--- config.mk ---
export PLATFORM = sky130hd
export DESIGN_NAME = fetch_decode_buffer
export DESIGN_NICKNAME = d
export VERILOG_FILES = /design/src/rtl/fetch_decode_buffer.sv
export SDC_FILE = /design/constraint.sdc
export NUM_CORES = 1
export LEC_CHECK = 0
export BUFFER_PORTS_ARGS = -buffer_cell sky130_fd_sc_hd__buf_2
export CAP_MARGIN = 40
export CELL_PAD_IN_SITES_DETAIL_PLACEMENT = 1
export CELL_PAD_IN_SITES_GLOBAL_PLACEMENT = 2
export CORE_ASPECT_RATIO = 0.9
export CORE_UTILIZATION = 23
export CTS_CLUSTER_SIZE = 20
export DETAILED_ROUTE_END_ITERATION = 12
export GPL_TIMING_DRIVEN = 0
export PLACE_DENSITY = 0.57
export SLEW_MARGIN = 5
export SYNTH_ARGS = -nofsm -noshare
export SYNTH_HDL_FRONTEND = slang
export SYNTH_SLANG_ARGS = --single-unit
--- constraint.sdc ---
create_clock -name clk -period 3.4 [get_ports clk]
set_input_delay 0.68 -clock clk [delete_from_list [all_inputs] [get_ports clk]]
set_output_delay 0.68 -clock clk [all_outputs]
set_load 0.005 [all_outputs]
--- src/rtl/fetch_decode_buffer.sv ---
// Fetch/decode decoupling FIFO of {instr, pc} pairs with flush and a defined bubble
// on the decode side whenever the buffer is empty.
module fetch_decode_buffer #(
    parameter int unsigned WIDTH = 32,
    parameter int unsigned DEPTH = 4,
    parameter logic [WIDTH-1:0] BUBBLE_INSTR = 'h13
) (
    input  logic                       clk,
    input  logic                       rst,
    input  logic                       flush,
    input  logic                       f_valid,
    input  logic [WIDTH-1:0]           f_instr,
    input  logic [WIDTH-1:0]           f_pc,
    output logic                       f_ready,
    output logic                       d_valid,
    output logic [WIDTH-1:0]           d_instr,
    output logic [WIDTH-1:0]           d_pc,
    output logic [WIDTH-1:0]           d_pcplus4,
    input  logic                       d_ready,
    output logic [$clog2(DEPTH+1)-1:0] count
);

    localparam int unsigned PTR_W = $clog2(DEPTH);
    localparam int unsigned CNT_W = $clog2(DEPTH + 1);

    logic [WIDTH-1:0] instrMem [DEPTH];
    logic [WIDTH-1:0] pcMem    [DEPTH];
    logic [PTR_W-1:0] wrPtr;
    logic [PTR_W-1:0] rdPtr;
    logic [CNT_W-1:0] occupancy;
    logic             push;
    logic             pop;

    // Handshake: a transfer happens on a side only when its valid and ready are both
    // high at the rising edge and flush is low. f_ready depends only on occupancy
    // (no pass-through when full); d_ready is ignored while d_valid is low.
    assign f_ready = (occupancy < CNT_W'(DEPTH));
    assign d_valid = (occupancy != '0);
    assign push    = f_valid && f_ready && !flush;
    assign pop     = d_valid && d_ready && !flush;
    assign count   = occupancy;

    always_ff @(posedge clk or negedge rst) begin
        if (!rst) begin
            wrPtr     <= '0;
            rdPtr     <= '0;
            occupancy <= '0;
        end else if (flush) begin
            wrPtr     <= '0;
            rdPtr     <= '0;
            occupancy <= '0;
        end else begin
            if (push) wrPtr <= wrPtr + PTR_W'(1);
            if (pop)  rdPtr <= rdPtr + PTR_W'(1);
            case ({push, pop})
                2'b10:   occupancy <= occupancy + CNT_W'(1);
                2'b01:   occupancy <= occupancy - CNT_W'(1);
                default: occupancy <= occupancy;
            endcase
        end
    end

    // Storage is deliberately left out of reset; only the pointers define validity.
    always_ff @(posedge clk) begin
        if (push) begin
            instrMem[wrPtr] <= f_instr;
            pcMem[wrPtr]    <= f_pc;
        end
    end

    always_comb begin
        d_instr   = BUBBLE_INSTR;
        d_pc      = '0;
        d_pcplus4 = '0;
        if (d_valid) begin
            d_instr   = instrMem[rdPtr];
            d_pc      = pcMem[rdPtr];
            d_pcplus4 = pcMem[rdPtr] + WIDTH'(4);
        end
    end

endmodule

# Word-level counts from Yosys, hierarchy flattened
# Memories as Yosys holds them, arrays and structs flattened.
# Cells that the tools add are included.
[totals] n_memories=2 ff_bits=7 latchBits=0 word_cells=33 input_bits=69 mem_bits_ro=0 output_inout_bits=101 ramBits=256
[memory_table] memory="instrMem" depth=4 width=32 rd=1 rd_ports_with_merged_regs=0 wr=1 line="26" source="logic [WIDTH-1:0] instrMem [DEPTH];"
[memory_table] memory="pcMem" depth=4 width=32 rd=1 rd_ports_with_merged_regs=0 wr=1 line="27" source="logic [WIDTH-1:0] pcMem [DEPTH];"
[op_classes] magnitude_cmp=1 shift=0 eq_ne=2 div=0 multipliers=0 addsub=5 mux=11 n_bitwise=0 n_reduce_logical=9
[ops] cell="32-bit 2-to-1 mux" n=3
[ops] cell="32-bit by 3-bit adder with 32-bit output (second input constant)" n=1
[ops] cell="2-bit 2-to-1 mux" n=4
[ops] cell="3-bit case mux with 2 select lines" n=1
[ops] cell="3-bit nonzero test" n=2
[ops] cell="2-bit by 1-bit adder with 2-bit output (second input constant)" n=2
[ops] cell="1-bit logical AND" n=4
[ops] cell="2-bit nonzero test" n=2
[ops] cell="3-bit by 1-bit adder with 3-bit output (second input constant)" n=1
[ops] cell="3-bit < comparator (second input constant)" n=1
[ops] cell="3-bit 2-to-1 mux" n=1
[ops] cell="3-bit by 1-bit subtractor with 3-bit output (second input constant)" n=1
[ops] cell="2-bit by 1-bit == test with 1-bit output (second input constant)" n=1
[ops] cell="2-bit == test (second input constant)" n=1
[ops] cell="1-bit 2-to-1 mux" n=2
[ops] cell="1-bit zero test" n=1

# Logic depth before layout (Yosys ltp)
# Gate-level depths: netlist of the first run.
[depth] depth_word=6 ltp_mapped=9 ltp_nobuf=9

# Least setup slack after synthesis of the first run
# Ideal clock, no wire load.
[synth_path] path_type="input-to-reg" startpoint="in f_valid" endpoint="mem instrMem[0][0], enable pin" n_path_buf=1 required_time_ns=2.971 path_slack_ns=0.216 t_arrival_ns=2.755 setup_time_ns=0.429 path_stages=4 path_cell_list="nor2b_1 clkbuf_1 nor2b_1 and2_1"
[synth_between] elab_chain_len=4
[synth_lines] element="start: declaration" line="11" source="input logic f_valid,"
[synth_lines] element="1-bit logical AND (2 in a row)" line="39" source="assign push = f_valid && f_ready && !flush;"
[synth_lines] element="1-bit 2-to-1 mux" line="65" source="if (push) begin"
[synth_lines] element="1-bit 2-to-1 mux (implied by the code)" line="66" source="instrMem[wrPtr] <= f_instr;"
[synth_lines] element="end: declaration" line="26"
# No other way between the ends.

# Final worst setup path of the first run
[layout_path] startpoint="reg rdPtr[0]" endpoint="out d_pcplus4[17]"
[layout_between] elab_chain_len=3
[layout_lines] element="start: declaration" line="29" source="logic [PTR_W-1:0] rdPtr;"
[layout_lines] element="start signal: assignment" line="54" source="if (pop) rdPtr <= rdPtr + PTR_W'(1);"
[layout_lines] element="memory 4 x 32 bit"
[layout_lines] element="32-bit by 3-bit adder with 32-bit output" line="78" source="d_pcplus4 = pcMem[rdPtr] + WIDTH'(4);"
[layout_lines] element="32-bit 2-to-1 mux" line="75" source="if (d_valid) begin"
[layout_lines] element="end: declaration" line="18" source="output logic [WIDTH-1:0] d_pcplus4,"
# No other way between the ends.

==> results of run 1 <==
[power groups by stage]
stage | clock network, mW | logic (mW) | registers (mW)
detailed placement | 0 | 3.41 | 3.88
global route | 3.75 | 4.48 | 3.84
finish | 3.54 | 4.08 | 3.83
CTS | 3.66 | 3.93 | 3.83
global placement | 0 | 3.33 | 3.90
floorplan | 0 | 1.84 | 3.87
[cell families after synthesis]
kind of cell / count (synthesis) / share of synthesized area
fa+ha+maj: 6 / 0.00752
xor+xnor: 14 / 0.0112
simple gates: 168 / 0.0903
flops: 263 / 0.716
compound gates: 9 / 0.00433
mux: 79 / 0.154
buf+inv: 35 / 0.0165
[state kept, by name, indices dropped and copies added (netlist names)]
| register | count |
|---|---|
| wrPtr | 2 |
| pcMem | 128 |
| instrMem | 128 |
| rdPtr | 2 |
| count | 3 |
[synthesized netlist by cell type, drive strengths merged (2+ instances only)]
library cell / count / share of area
and2: 65 / 0.037
o21ai: 3 / 0.0014
a21oi: 5 / 0.0023
and4: 5 / 0.0040
xnor2: 10 / 0.0080
or4: 3 / 0.0021
nand4: 9 / 0.0068
or2: 3 / 0.0017
ha: 5 / 0.0057
mux2: 14 / 0.014
and3: 5 / 0.0028
xor2: 4 / 0.0032
nand3: 14 / 0.0087
mux4: 64 / 0.14
nor2b: 2 / 0.0011
inv: 7 / 0.0024
buf: 14 / 0.0093
nor3: 7 / 0.0032
nor2: 38 / 0.013
clkbuf: 14 / 0.0048
nor4: 4 / 0.0050
or3: 2 / 0.0011
nand2: 11 / 0.0038
dfrtp: 7 / 0.016
edfxtp: 256 / 0.70
[layer usage]
| metal | routed length (um) | global-route usage | part of all wire | up-vias |
|---|---|---|---|---|
| met5 | 35 | 0 | 0.0011 | - |
| met4 | 568 | 0.0263 | 0.019 | 6 |
| met3 | 1760 | 0.0296 | 0.058 | 42 |
| met2 | 14400 | 0.206 | 0.47 | 157 |
| met1 | 13700 | 0.163 | 0.45 | 3212 |
| li1 | - | - | - | 2809 |
[critical path, stage by stage, from the launching register on]
cell,delay [ps]
dfrtp_2,460
buf_12,170
buf_12,130
mux4_2,390
nand4_4,110
or4_4,540
or4_1,400
nand2_1,100
buf_2,110
[cell usage in the layout (no fill, tap or decap), types with 7 or more instances in the layout]
cell,count
edfxtp_1,256
buf_2,164
mux4_2,62
and2_1,56
buf_4,49
nor2_1,38
clkbuf_16,33
buf_6,12
nand2_1,10
clkbuf_1,10
mux2_2,10
xnor2_1,10
and2_4,9
buf_16,7
nand3_2,7
[worst min path at each step]
stage | startpoint | end | slack (ps) | cells past startpoint
floorplan | rst | count[0] | 380 | 0
global placement | rst | count[2] | 530 | 1
detailed placement | rst | count[1] | 530 | 1
CTS | f_pc[0] | pcMem[1][0] | 290 | 1
global route | f_pc[0] | pcMem[2][0] | 300 | 1
finish | f_pc[29] | pcMem[1][29] | 330 | 1
[cell type report]
| class | count | area [sq um] |
|---|---|---|
| clock inverters | 17 | 245 |
| clock buffers | 40 | 850 |
| fillers | 4869 | 32200 |
| flip-flops and latches | 263 | 7860 |
| plain buffers | 26 | 280 |
| well taps | 616 | 771 |
| diodes | 1 | 2.50 |
| inverters | 7 | 30.0 |
| multi-input cells | 276 | 3030 |
| repair buffers | 231 | 1550 |
[what timing repair did]
item / CTS / global route
hold buffers: 1 / 0
endpoints found under the setup margin: 90 / 39
hold endpoints to repair: 7 / 0
buffers inserted: 31 / 20
resized for setup: 84 / 26
pin swaps: 8 / 8
gates cloned: 2 / 2
==> out/results.ini, run 1 <==
[critical_path]
endpoint_kind = primary output
r2r_setup_slack_ps = 920
arrival_ps = 3000
r2r_end = instrMem[3][7]
endpoint = d_pcplus4[17]
crit_path_start = rdPtr[0]
r2r_cells = 5
critPathMaxFanout = 6
cp.required_ps = 2720
crit_type = reg2out
cp-start-kind = register
crit-reg2reg-launch = count[2]

[cells_and_area]
syn2layout_area_growth_pct = 33.1
nets = 911
post-route-cell-area_sq_mm = 0.0146
stdcell_count = 1477
final_util = 0.312
layout-drive-gt1-share = 0.485

[clocking]
cts_tree = yes
cts-htree-levels = 1
cts_root_buffer = clkbuf_16
clockBufferDepth = 3
path_clk_slew_ps = 60
cts_inserted_buffers = 31
clock-sinks = 263
clk_latency_ps = 560

[placed_design]
gp_congestion = 0.677
post-dp-hpwl_um = 19800
pre_cts_slack_ps = -411
dpl_cell_area_sq_mm = 0.0128
place_inst = 1365
portBuffers = 168

[global_route]
grt_pass1_wl_um = 44600
track_usage = 0.124
grt.overflow.total = 0
grt_pass1_vias = 6659
grt_max_degree = 40
grt_antenna_before_repair = 4

[sta]
finalSetupTns_ps = -3340
timing.final.crit_share = 1.08
slew_headroom = 0.593
rsz0062_at_grt = yes
layout_setup_ws_ps = -279
max_freq_ghz = 0.272
period_needed_ps = 3680
finalMaxSlewViolations = 0
finalHoldViolations = 0
setup_viol = 18
hold_ws_ps = 331
fin_skew_ps = 7.83
worst_pin_slew_ps = 610

[power]
pwr-share-seq = 0.334
vdd_drop_max_mv = 0.398
p_per_area_mw_per_mm2 = 783
clock_power_share = 0.309
comb_power_share = 0.357
internal-power_mw = 8.02
sw_frac_of_total = 0.299
cellLeakagePower_nw = 5.19
total_power_mw = 11.4
p_sw_mw = 3.42

[synth]
syn-num-nets = 649
synthFlopType = edfxtp_1
yosys_warnings = 0
synth.avg_cell_area_sq_um = 19.1
synth_edf_count = 256
ys_seq_area_frac = 0.716
syn_area_sq_mm = 0.0110
async_flop_share = 0.0266
synth_cells = 574
synth.ff_latch_count = 263
ys_types = 37

[detailed_routing]
ant_nets = 0
post_drt_wl_per_cell_um = 20.6
via_count = 6226
first_pass_iters = 5
drt_iter0_drc = 271
via_per_inst = 4.22
drc_errors = 0
routed_wl_um = 30500

[floorplanning]
num_rows = 75
core_area_sq_mm = 0.0468
dieArea_sq_mm = 0.0486
die_h_um = 209
start_util = 0.235
ios = 170
fp.dieW_um = 232

[run_status]
violations = negative setup slack
outcome = finished, violations left

[job]
maxCapViolations = 0

[min_path]
hold_path.class = in2reg

No activity file was read; power rests on OpenSTA's default activity.
==> run 2, diff against run 1 <==
--- a/config.mk
+++ b/config.mk
@@ -14,7 +14,7 @@
 export CTS_CLUSTER_SIZE = 20
 export DETAILED_ROUTE_END_ITERATION = 12
 export GPL_TIMING_DRIVEN = 0
-export PLACE_DENSITY = 0.57
+export PLACE_DENSITY = 0.5
 export SLEW_MARGIN = 5
 export SYNTH_ARGS = -nofsm -noshare
 export SYNTH_HDL_FRONTEND = slang
==> out/results.ini, run 2 (synthesized netlist as in run 1, its figures left out) <==
[cells_and_area]
seqCellArea_sq_mm = 0.00786  ; unchanged
fillCellCount = 4867  ; -0.041%
layout-drive-gt1-share = 0.449  ; -0.0362
syn2layout_area_growth_pct = 30.2
multi_input_area_sq_mm = 0.00303  ; +0.21%
nets = 881  ; -3.3%
post-route-cell-area_sq_mm = 0.0143  ; -2.2%
layout_common_cells = 256 x edfxtp_1, 167 x buf_2, 60 x and2_1
mostFrequentLayoutCell = edfxtp_1

[placed_design]
gp_congestion = 0.720  ; +6.4%
portBuffers = 168  ; unchanged
post-dp-hpwl_um = 19600  ; -1.1%
dpl_cell_area_sq_mm = 0.0127  ; -0.15%

[sta]
worst_pin_slew_ps = 828  ; +218 ps
setup_viol = 17  ; -1
period_needed_ps = 3660  ; -14.1 ps
timing.final.crit_share = 1.08  ; -0.00416
slew_headroom = 0.448  ; -0.145
rsz0062_at_grt = yes
finalMaxSlewViolations = 0  ; unchanged
finalHoldViolations = 0  ; unchanged
layout_setup_ws_ps = -265  ; +14.1 ps
max_freq_ghz = 0.273  ; +0.39%
fin_skew_ps = 17.5  ; +9.65 ps
finalSetupTns_ps = -2870  ; +469 ps

[global_route]
grt_max_degree = 43  ; +7.5%
track_usage = 0.126  ; +0.00179
grt_antenna_before_repair = 7  ; +3
grt_pass1_wl_um = 44700  ; +0.20%
grt.overflow.total = 0  ; unchanged
grt_pass1_vias = 6719  ; +0.90%

[clocking]
path_clk_slew_ps = 60  ; about the same
clock-sinks = 263  ; unchanged
clockBufferDepth = 3  ; unchanged
cts-htree-levels = 2  ; +1
cts_root_buffer = clkbuf_16
cts_tree = yes
clk_latency_ps = 520  ; -40 ps
cts_inserted_buffers = 34  ; +9.7%

[critical_path]
critPathMaxFanout = 8  ; +2
crit_path_start = rdPtr[0]
r2r_cells = 11  ; +6
cp-start-kind = register
r2r_setup_slack_ps = 890  ; -30 ps
endpoint_kind = primary output
crit-reg2reg-launch = count[2]
arrival_ps = 2980  ; -20 ps
cp.required_ps = 2720  ; about the same
crit_type = reg2out
endpoint = d_pcplus4[17]
r2r_end = count[2]

[power]
p_per_area_mw_per_mm2 = 781  ; -0.29%
cellLeakagePower_nw = 4.98  ; -4.0%
vdd_drop_max_mv = 0.305  ; -23%
total_power_mw = 11.2  ; -2.5%

[detailed_routing]
first_pass_iters = 4  ; -1
drt_iter0_drc = 271  ; unchanged
via_count = 6078  ; -2.4%
routed_wl_um = 30000  ; -1.5%
post_drt_wl_per_cell_um = 20.7  ; +0.57%
drc_errors = 0  ; unchanged
ant_nets = 0  ; unchanged
via_per_inst = 4.20  ; -0.35%

[min_path]
hold_path.class = in2reg
min-delay-start = f_instr[20]

[floorplanning]
start_util = 0.235  ; unchanged
num_rows = 75  ; unchanged
core_area_sq_mm = 0.0468  ; unchanged
dieArea_sq_mm = 0.0486  ; unchanged
die_h_um = 209  ; unchanged
ios = 170  ; unchanged
fp.dieW_um = 232  ; unchanged

[run_status]
violations = negative setup slack
outcome = finished, violations left

[job]
maxCapViolations = 0  ; unchanged

## run 2: cell types whose count changed in the layout (fill, tap and decap cells not counted), sizes merged
cell      delta
clkinv       -2
clkinvlp     +3
inv          -1
buf         -31
bufinv       -1
diode        +1
clkbuf       +1
## run 2: worst max-delay path, cell delays in order (launching register included)
cell and delay (ps):
dfrtp_2 460, buf_12 160, buf_12 140, mux4_2 420
nand3_4 140, or4_4 550, or4_1 400, nand2_1 80
buf_2 110
## run 2: through the flow
stage | hold slack [ps] | util | setup slack [ps] | std cells
after floorplan | 384 | - | 216 | 574
after global placement | 535 | 0.269 | -1720 | 1358
after detailed placement | 527 | 0.272 | -404 | 1364
after CTS | 329 | 0.303 | -309 | 1441
after global routing | 345 | 0.305 | -380 | 1446
final | 376 | 0.305 | -265 | 1447
## run 2: where the power goes
part	switching, mW	leakage (nW)	internal [mW]
logic	1.94	2.04	1.76
registers	0.0721	2.42	3.75
clock network	1.36	0.527	2.27
## run 2: timing repair
item                                   4_1_cts  5_1_grt
gates resized for setup                     71       25
gates cloned                                 1        0
pin swaps                                    7        2
endpoints found under the hold margin        7        0
hold buffers                                 1        0
buffers inserted                            17        4
setup endpoints to repair                   67       54
## run 2: layer usage
| metal | GRT usage | up-vias | share of wire |
|---|---|---|---|
| li1 | - | 2745 | - |
| met1 | 0.170 | 3115 | 0.46 |
| met2 | 0.190 | 158 | 0.45 |
| met3 | 0.0423 | 50 | 0.066 |
| met4 | 0.0352 | 10 | 0.019 |
| met5 | 0 | - | 0.0022 |
## run 2: how the worst min path moves through the flow
stage                                 end  depth (start not counted)  slack, ps
after floorplan                  count[0]                          0        380
final                     instrMem[2][20]                          1        380
after detailed placement         count[1]                          1        530
after global routing       instrMem[2][9]                          1        350
after global placement           count[1]                          1        530
after CTS                    pcMem[1][31]                          1        330
## run 2: area by class of cell
class / instances / area share
Antenna cell: 2 / 0.000350
Buffer: 27 / 0.0179
Clock buffer: 43 / 0.0634
Clock inverter: 16 / 0.0151
Inverter: 7 / 0.00210
Multi-Input combinational cell: 276 / 0.212
Sequential cell: 263 / 0.550
Tap cell: 616 / 0.0539
Timing Repair Buffer: 197 / 0.0851
==> run 3, diff against run 2 <==
--- a/config.mk
+++ b/config.mk
@@ -14,7 +14,7 @@
 export CTS_CLUSTER_SIZE = 20
 export DETAILED_ROUTE_END_ITERATION = 12
 export GPL_TIMING_DRIVEN = 0
-export PLACE_DENSITY = 0.5
+export PLACE_DENSITY_LB_ADDON = 0.25
 export SLEW_MARGIN = 5
 export SYNTH_ARGS = -nofsm -noshare
 export SYNTH_HDL_FRONTEND = slang
==> out/results.ini, run 3 (synthesized netlist as in run 1, its figures left out) <==
[sta]
timing.final.crit_share = 1.09  ; +0.00798
finalHoldViolations = 0  ; unchanged
rsz0062_at_grt = yes
slew_headroom = 0.505  ; +0.0567
layout_setup_ws_ps = -292  ; -27.1 ps
hold_ws_ps = 319  ; -56.4 ps
finalMaxSlewViolations = 0  ; unchanged
worst_pin_slew_ps = 743  ; -85.1 ps
period_needed_ps = 3690  ; +27.1 ps
setup_viol = 17  ; unchanged
fin_skew_ps = 20.6  ; +3.10 ps
max_freq_ghz = 0.271  ; -0.74%

[clocking]
clockBufferDepth = 3  ; unchanged
cts-htree-levels = 1  ; -1
cts_tree = yes
cts_root_buffer = clkbuf_16
path_clk_slew_ps = 60  ; about the same
clock-sinks = 263  ; unchanged
cts_inserted_buffers = 31  ; -8.8%
clk_latency_ps = 570  ; +50 ps

[global_route]
grt_antenna_before_repair = 8  ; +1
grt_pass1_vias = 6623  ; -1.4%
grt.overflow.total = 0  ; unchanged
grt_pass1_wl_um = 44500  ; -0.51%
grt_max_degree = 47  ; +9.3%
track_usage = 0.123  ; -0.00235

[floorplanning]
fp.dieW_um = 232  ; unchanged
core_area_sq_mm = 0.0468  ; unchanged
dieArea_sq_mm = 0.0486  ; unchanged
die_h_um = 209  ; unchanged
ios = 170  ; unchanged
start_util = 0.235  ; unchanged
num_rows = 75  ; unchanged

[cells_and_area]
syn2layout_area_growth_pct = 30.7
fillCellCount = 4884  ; +0.35%
post-route-cell-area_sq_mm = 0.0144  ; +0.37%
layout-drive-gt1-share = 0.456  ; +0.00776
mostFrequentLayoutCell = edfxtp_1
stdcell_count = 1458  ; +0.76%
layout_common_cells = 256 x edfxtp_1, 164 x buf_2, 60 x and2_1
multi_input_area_sq_mm = 0.00305  ; +0.37%
seqCellArea_sq_mm = 0.00786  ; unchanged
nets = 889  ; +0.91%

[critical_path]
endpoint_kind = primary output
cp.required_ps = 2720  ; about the same
critPathMaxFanout = 7  ; -1
r2r_cells = 11  ; unchanged
crit_type = reg2out
r2r_setup_slack_ps = 920  ; +30 ps
r2r_end = count[2]
arrival_ps = 3010  ; +30 ps
crit-reg2reg-launch = count[2]
cp-start-kind = register

[detailed_routing]
first_pass_iters = 4  ; unchanged
drt_iter0_drc = 216  ; -20%
drc_errors = 0  ; unchanged
via_count = 6092  ; +0.23%
post_drt_wl_per_cell_um = 20.4  ; -1.6%
ant_nets = 0  ; unchanged
via_per_inst = 4.18  ; -0.53%
routed_wl_um = 29800  ; -0.83%

[min_path]
hold_path.class = in2reg
min-delay-start = f_instr[27]
min_path_cells = 1  ; unchanged
hold_end = instrMem[3][27]

[placed_design]
post-dp-hpwl_um = 19300  ; -1.4%
pre_cts_slack_ps = -416  ; -12.6 ps
place_inst = 1364  ; unchanged
dpl_cell_area_sq_mm = 0.0127  ; unchanged
gp_congestion = 0.721  ; +0.19%
portBuffers = 168  ; unchanged

[power]
vdd_drop_max_mv = 0.368  ; +21%
cellLeakagePower_nw = 5.02  ; +0.70%
p_per_area_mw_per_mm2 = 769  ; -1.5%

[run_status]
outcome = finished, violations left
violations = negative setup slack

[job]
maxCapViolations = 0  ; unchanged

run 3: final cells by class:
class | count | share of cell area
Clock buffer | 36 | 0.0554
Clock inverter | 22 | 0.0168
Timing Repair Buffer | 208 | 0.0923
Inverter | 7 | 0.00209
Multi-Input combinational cell | 276 | 0.212
Antenna cell | 3 | 0.000523
Buffer | 27 | 0.0190
Tap cell | 616 | 0.0537
Sequential cell | 263 | 0.548
run 3: repair_timing:
action / CTS / global route
hold buffers: 1 / 0
setup endpoints to repair: 79 / 62
hold endpoints to repair: 7 / 0
gates resized for setup: 53 / 56
buffers inserted: 15 / 18
pin swaps: 2 / 5
run 3: how the worst max path moves through the flow:
stage	to	cells past startpoint	slack [ps]	from
floorplan	instrMem[0][0]	4	220	f_valid
global placement	instrMem[2][5]	5	-1740	f_valid
detailed placement	d_pcplus4[1]	8	-420	rdPtr[1]
CTS	d_pcplus4[17]	8	-340	rdPtr[0]
global route	d_pcplus4[17]	8	-380	rdPtr[0]
finish	d_pcplus4[30]	10	-290	rdPtr[0]
run 3: critical path: stages, from the launching register on:
cell	delay [ps]
dfrtp_2	450
buf_12	160
buf_12	130
buf_4	130
buf_4	120
mux4_2	470
and4_4	230
and3_1	190
nand3_2	80
mux2_2	320
buf_2	150
run 3: power breakdown:
| part | switching (mW) | total, mW | internal [mW] | leakage, nW |
|---|---|---|---|---|
| clock | 1.33 | 3.37 | 2.04 | 0.498 |
| sequential | 0.0710 | 3.82 | 3.75 | 2.42 |
| combinational | 1.98 | 3.84 | 1.86 | 2.10 |
| total | 3.38 | 11.0 | 7.66 | 5.02 |
run 3: per-stage QoR:
step | TNS, ps | power, mW | utilization
floorplan | 0 | 5.72 | -
global placement | -500260 | 7.23 | 0.269
detailed placement | -9860 | 7.27 | 0.272
CTS | -11070 | 10.9 | 0.299
global route | -5150 | 11.7 | 0.306
finish | -2880 | 11.0 | 0.306
run 3: metal layers:
layer  vias up  track usage  share of wire
li1       2777            -              -
met1      3079        0.170           0.45
met2       171        0.187           0.44
met3        53       0.0387          0.077
met4        12       0.0331          0.026
met5         -            0         0.0024
